===== config.mk =====
export PLATFORM = sky130hd
export DESIGN_NAME = spal_panel
export DESIGN_NICKNAME = d
export VERILOG_FILES = /design/src/rtl/spal_panel.sv
export SDC_FILE = /design/constraint.sdc
export NUM_CORES = 1
export LEC_CHECK = 0
export CAP_MARGIN = 25
export CELL_PAD_IN_SITES_DETAIL_PLACEMENT = 1
export CELL_PAD_IN_SITES_GLOBAL_PLACEMENT = 1
export CORE_MARGIN = 2
export CORE_UTILIZATION = 45
export CTS_CLUSTER_DIAMETER = 120
export DETAILED_ROUTE_END_ITERATION = 7
export GPL_TIMING_DRIVEN = 0
export PLACE_DENSITY = 0.84
export SLEW_MARGIN = 25
export SYNTH_ARGS = -nofsm -noshare
export SYNTH_HDL_FRONTEND = slang
export SYNTH_SLANG_ARGS = --single-unit

===== constraint.sdc =====
create_clock -name clk -period 2.4 [get_ports clk]
set_clock_uncertainty 0.05 [all_clocks]
set_input_delay 0.48 -clock clk [delete_from_list [all_inputs] [get_ports clk]]
set_output_delay 0.48 -clock clk [all_outputs]
set_load 0.01 [all_outputs]

===== src/rtl/spal_panel.sv =====
// spal_panel: front-panel controller; debounces power/speed buttons and drives the machine on/speed levels.
// Ports: clk, rst (async active-low), btn_power, btn_speed, state_in[1:0] -> on_off, speed, door_lock, fault, panel_state[1:0].
module spal_panel #(
  parameter int DEBOUNCE_CYCLES = 4,
  parameter int AUTO_OFF_CYCLES = 64,
  parameter int STOP_TIMEOUT    = 32
) (
  input  logic       clk,
  input  logic       rst,
  input  logic       btn_power,
  input  logic       btn_speed,
  input  logic [1:0] state_in,
  output logic       on_off,
  output logic       speed,
  output logic       door_lock,
  output logic       fault,
  output logic [1:0] panel_state
);

  localparam int DW = $clog2(DEBOUNCE_CYCLES) + 1;
  localparam int AW = $clog2(AUTO_OFF_CYCLES) + 1;
  localparam int SW = $clog2(STOP_TIMEOUT) + 1;

  localparam logic [DW-1:0] DB_LAST   = DW'(DEBOUNCE_CYCLES - 1);
  localparam logic [AW-1:0] AUTO_LAST = AW'(AUTO_OFF_CYCLES - 1);
  localparam logic [SW-1:0] STOP_LAST = SW'(STOP_TIMEOUT - 1);

  typedef enum logic [1:0] {
    S_OFF  = 2'b00,
    S_ON   = 2'b01,
    S_STOP = 2'b10
  } state_t;

  // bit 0 = power, bit 1 = speed
  logic [1:0]    btn;
  logic [1:0]    sync1;
  logic [1:0]    sync2;
  logic [1:0]    level;
  logic [1:0]    level_q;
  logic [1:0]    press;
  logic [DW-1:0] db_cnt [2];

  assign btn = {btn_speed, btn_power};

  always_ff @(posedge clk or negedge rst) begin
    if (!rst) begin
      sync1     <= '0;
      sync2     <= '0;
      level     <= '0;
      level_q   <= '0;
      db_cnt[0] <= '0;
      db_cnt[1] <= '0;
    end else begin
      sync1   <= btn;
      sync2   <= sync1;
      level_q <= level;
      for (int i = 0; i < 2; i++) begin
        if (sync2[i] == level[i]) begin
          db_cnt[i] <= '0;
        end else if (db_cnt[i] == DB_LAST) begin
          level[i]  <= sync2[i];
          db_cnt[i] <= '0;
        end else begin
          db_cnt[i] <= db_cnt[i] + DW'(1);
        end
      end
    end
  end

  // one-cycle pulse on a debounced rising edge only
  assign press = level & ~level_q;

  logic pwr_evt;
  logic spd_evt;
  logic idle;

  assign pwr_evt = press[0];
  assign spd_evt = press[1];
  assign idle    = (state_in == 2'b00);

  state_t        st_q, st_d;
  logic          on_q, on_d;
  logic          spd_q, spd_d;
  logic          flt_q, flt_d;
  logic          lock_q, lock_d;
  logic [AW-1:0] auto_q, auto_d;
  logic [SW-1:0] stop_q, stop_d;

  always_ff @(posedge clk or negedge rst) begin
    if (!rst) begin
      st_q   <= S_OFF;
      on_q   <= 1'b0;
      spd_q  <= 1'b0;
      flt_q  <= 1'b0;
      lock_q <= 1'b0;
      auto_q <= '0;
      stop_q <= '0;
    end else begin
      st_q   <= st_d;
      on_q   <= on_d;
      spd_q  <= spd_d;
      flt_q  <= flt_d;
      lock_q <= lock_d;
      auto_q <= auto_d;
      stop_q <= stop_d;
    end
  end

  always_comb begin
    st_d   = st_q;
    on_d   = on_q;
    spd_d  = spd_q;
    flt_d  = flt_q;
    auto_d = auto_q;
    stop_d = stop_q;
    unique case (1'b1)
      st_q == S_OFF: begin
        if (pwr_evt) begin
          st_d   = S_ON;
          on_d   = 1'b1;
          spd_d  = 1'b0;
          flt_d  = 1'b0;
          auto_d = '0;
        end
      end
      st_q == S_ON: begin
        // power beats a speed press landing on the same cycle
        if (pwr_evt) begin
          st_d   = S_STOP;
          on_d   = 1'b0;
          stop_d = '0;
        end else if (spd_evt) begin
          spd_d  = ~spd_q;
          auto_d = '0;
        end else if (!idle) begin
          auto_d = '0;
        end else if (auto_q == AUTO_LAST) begin
          st_d   = S_STOP;
          on_d   = 1'b0;
          stop_d = '0;
        end else begin
          auto_d = auto_q + AW'(1);
        end
      end
      st_q == S_STOP: begin
        if (idle) begin
          st_d  = S_OFF;
          spd_d = 1'b0;
        end else if (stop_q == STOP_LAST) begin
          st_d  = S_OFF;
          spd_d = 1'b0;
          flt_d = 1'b1;
        end else begin
          stop_d = stop_q + SW'(1);
        end
      end
      default: begin
        st_d  = S_OFF;
        on_d  = 1'b0;
        spd_d = 1'b0;
      end
    endcase
  end

  // lock follows the next state so it is already set on the ON edge
  assign lock_d = (st_d != S_OFF);

  assign on_off      = on_q;
  assign speed       = spd_q;
  assign door_lock   = lock_q;
  assign fault       = flt_q;
  assign panel_state = st_q;

endmodule


==> results of run 1 <==
## state kept, by name, summed over array words and instances (netlist names)
| register | cells |
|---|---|
| auto_q | 7 |
| db_cnt | 6 |
| stop_q | 6 |
| level | 2 |
| level_q | 2 |
| panel_state | 2 |
| sync1 | 2 |
| sync2 | 2 |
| door_lock | 1 |
| fault | 1 |
| on_off | 1 |
| speed | 1 |
## layout make-up
cell class	count	area, µm²
Fill cell	374	1353
Timing Repair Buffer	13	142.6
Tap cell	44	55.05
Sequential cell	33	825.8
Clock buffer	7	55.05
Inverter	4	15.01
Buffer	3	13.76
Multi-Input combinational cell	98	643.1
## power by group
part           leakage [nW]  internal (mW)  total [mW]  switching [mW]
logic                 0.300          0.304       0.654           0.350
registers             0.428          0.696       0.814           0.118
clock network        0.0314          0.138       0.318           0.180
## kinds of logic (layout without fill, tap and decap cells)
family	after synthesis	after routing
AO/OA/AOI/OAI	26	26
XOR/XNOR	5	5
adder cells (fa/ha/maj)	4	4
buffers and inverters	7	27
flip-flops	33	33
multiplexers	4	4
AND/OR/NAND/NOR	59	59
## synthesized netlist by cell type (all sizes together)
master  number  area [µm²]
o41ai        1       8.760
o32ai        1       27.53
a32oi        1       8.760
nor3         3       15.01
mux2i        1       10.01
xnor2        4       35.03
ha           4       50.05
o31ai        4       30.03
or3          2       12.51
nand3        5       25.02
buf          2       10.01
nand4b       1       8.760
o311a        1       10.01
nor2b        6       37.54
o21ai       11       55.05
nand2       12       45.04
a41o         1       10.01
and3         1       6.260
mux2         3       33.78
dfrtp       33       825.8
nand2b       6       45.04
nor2        14       52.55
nand4        1       6.260
nor4b        1       8.760
nor4         1       6.260
nor3b        4       30.03
o21a         1       7.510
or2          2       17.52
o211ai       2       15.01
inv          4       15.01
clkbuf       1       3.750
a31oi        1       6.260
xor2         1       8.760
a21oi        2       10.01
## path summary, 6_finish.rpt
check,endpoint,slack (ps),cells after the start
worst max-delay path,stop_q[0],200,7
worst min-delay path,sync2[1],310,0
worst max register to register,stop_q[0],360,6
worst min register to register,sync2[1],310,0
max in group asynchronous,level_q[1],1330,3
min in group asynchronous,on_off,540,2
## cell usage in the layout (no fill, tap or decap), drive strengths merged, types with 2 or more instances in the layout
master	netlist	layout
a21oi	2	2
buf	2	4
clkbuf	1	8
clkdlybuf4s50	0	10
dfrtp	33	33
ha	4	4
inv	4	4
mux2	3	3
nand2	12	12
nand2b	6	6
nand3	5	5
nor2	14	14
nor2b	6	6
nor3	3	3
nor3b	4	4
o211ai	2	2
o21ai	11	11
o31ai	4	4
or2	2	2
or3	2	2
xnor2	4	4
## per-layer routing
| metal | share of wire | up-vias | routed length, µm |
|---|---|---|---|
| met1 | 0.43 | 567 | 1410 |
| met3 | 0.037 | 7 | 123 |
| li1 | - | 524 | - |
| met2 | 0.52 | 21 | 1707 |
| met5 | 0 | - | 0 |
| met4 | 0.016 | 0 | 54 |
## metrics by stage
stage	setup TNS [ps]	hold slack, ps
floorplan	0	134.4
global placement	-194.6	286.0
detailed placement	-394.9	293.6
CTS	0	315.7
global route	0	327.9
finish	0	310.7
## worst max-delay path, stage by stage
cell and delay [ps]:
clkdlybuf4s50_1 420, or2_4 280, or3_1 360, buf_2 180
o32ai_4 340, or2_4 220, mux2i_1 70
## timing repair
item,CTS,global route
hold endpoints to repair,11,0
hold buffers,1,0
setup buffers,0,0
==> flow_summary_export.csv, run 1 <==
group,metric,value,unit
status,status,"complete, no violations",
clocking,clock-sinks,33,
placement,place_congestion,0.7556,
sta,post-route-min-period,2198,ps
routing,wirelength,3.295,mm
global_route,grt_pass1_vias,1153,
clocking,cts_resized,0,
power_and_ir_drop,peakVddDrop,468.4,µV
sta,drv_slew,0,
clocking,path_clk_slew,110,ps
global_route,grt_antenna_before_repair,0,
floorplanning,die_w,61.69,µm
logic_synthesis,synth_adder_area_share,0.03342,
logic_synthesis,ys_seq_area_frac,0.5514,
logic_synthesis,yosysWarnings,0,
finish,syn_to_final_growth,16.88,%
sta,fmax,454.9,MHz
global_route,grtUsageMet3,0.06625,
clocking,root_buffer,"clkbuf_4",
finish,fin_util,0.5641,
global_route,use_met1,0.2401,
power_and_ir_drop,total_power,1.786,mW
logic_synthesis,synth.avg_cell_area,10.85,µm²
placement,place_area,1685,µm²
critical_path,cp-end-kind,"flop",
placement,dp_cells,194,
routing,drtPass1Iterations,4,
sta,setup_violations,0,
logic_synthesis,synth_mux_area_frac,0.02924,
finish,final_cell_count_no_fill,202,
finish,nNetsFinal,168,
clocking,cts_tree,"built",
floorplanning,die_area,3806,µm²
logic_synthesis,synth_compound_area_frac,0.1261,
sta,fin_ws,201.9,ps
critical_path,critPathArrivalTime,2360,ps
power_and_ir_drop,power_density,1020,nW/µm²
routing,drc,0,
power_and_ir_drop,power.static_leakage,0.7585,nW
global_route,top_usage_layer,"met2",
logic_synthesis,synthesis.nets,148,
critical_path,worst-setup-path-type,"input port to flop",
critical_path,reg2reg_from,"panel_state[1]",
logic_synthesis,ys_types,36,
finish,drive_above_1_share,0.1076,
global_route,grt_pass1_wl,5.506,mm
critical_path,critical_path.startpoint_type,"input port",
global_route,grt_util_met2,0.3489,
flow_run,maxCapViolCount,0,
sta,max_slew.worst_pin.slew,654.2,ps
clocking,cts_buffers,5,
sta,fin_crit_sh,0.9159,
finish,post-route-cell-area,1750,µm²
floorplanning,rows,20,
sta,hold_viol_final,0,
critical_path,cp-startpoint,"state_in[1]",
critical_path,crit_fanout,7,
logic_synthesis,syn_area,1498,µm²
logic_synthesis,syn_inst,138,
global_route,grt_start_max_net_pins,23,
sta,rsz0062_at_grt,"false",
floorplanning,initial_core_util,0.4827,
finish,antenna_cells,0,
clocking,insertion_delay,340,ps
routing,num_vias,1119,
floorplanning,die_h,61.69,µm
placement,port_buffers,11,
routing,wl_per_cell,16.31,µm
critical_path,required,2560,ps
routing,first_iter_violations,51,
placement,hpwl,2.340,mm
logic_synthesis,synthSimpleGateAreaFrac,0.2114,
sta,slew_headroom,0.5620,
placement,pre_cts_slack,-142.3,ps
clocking,htree_num_levels,2,
logic_synthesis,synth_xor_area_frac,0.02924,
clocking,cts_buffer_depth,2,
logic_synthesis,ys_ff_latch,33,
global_route,grt-ovfl-total,0,
floorplanning,pin_count,12,
floorplanning,core_area,3103,µm²
routing,via_per_inst,5.540,
hold_path,hp-class,"flop to flop",
global_route,grt_usage,0.2077,
hold_path,min_from,"sync1[1]",
routing,ant_nets,0,
logic_synthesis,synth_top_family_by_area,"simple AND/OR/NAND/NOR gates",
Note: power is estimated with default switching activity, not from simulation.
==> inputs of run 2 (changes only) <==
==> constraint.sdc (replaced) <==
create_clock -name clk -period 2.4 [get_ports clk]
set_clock_uncertainty 0.05 [all_clocks]
set_input_delay 0.48 -clock clk [delete_from_list [all_inputs] [get_ports clk]]
set_output_delay 0.48 -clock clk [all_outputs]
set_load 0.005 [all_outputs]
==> results of run 2 <==
Same layout as run 1 (identical final DEF). Status: complete, no violations.
Main changes from that run: total power 1.786 mW -> 1.769 mW; worst IR drop on VDD 468.4 µV -> 467.7 µV
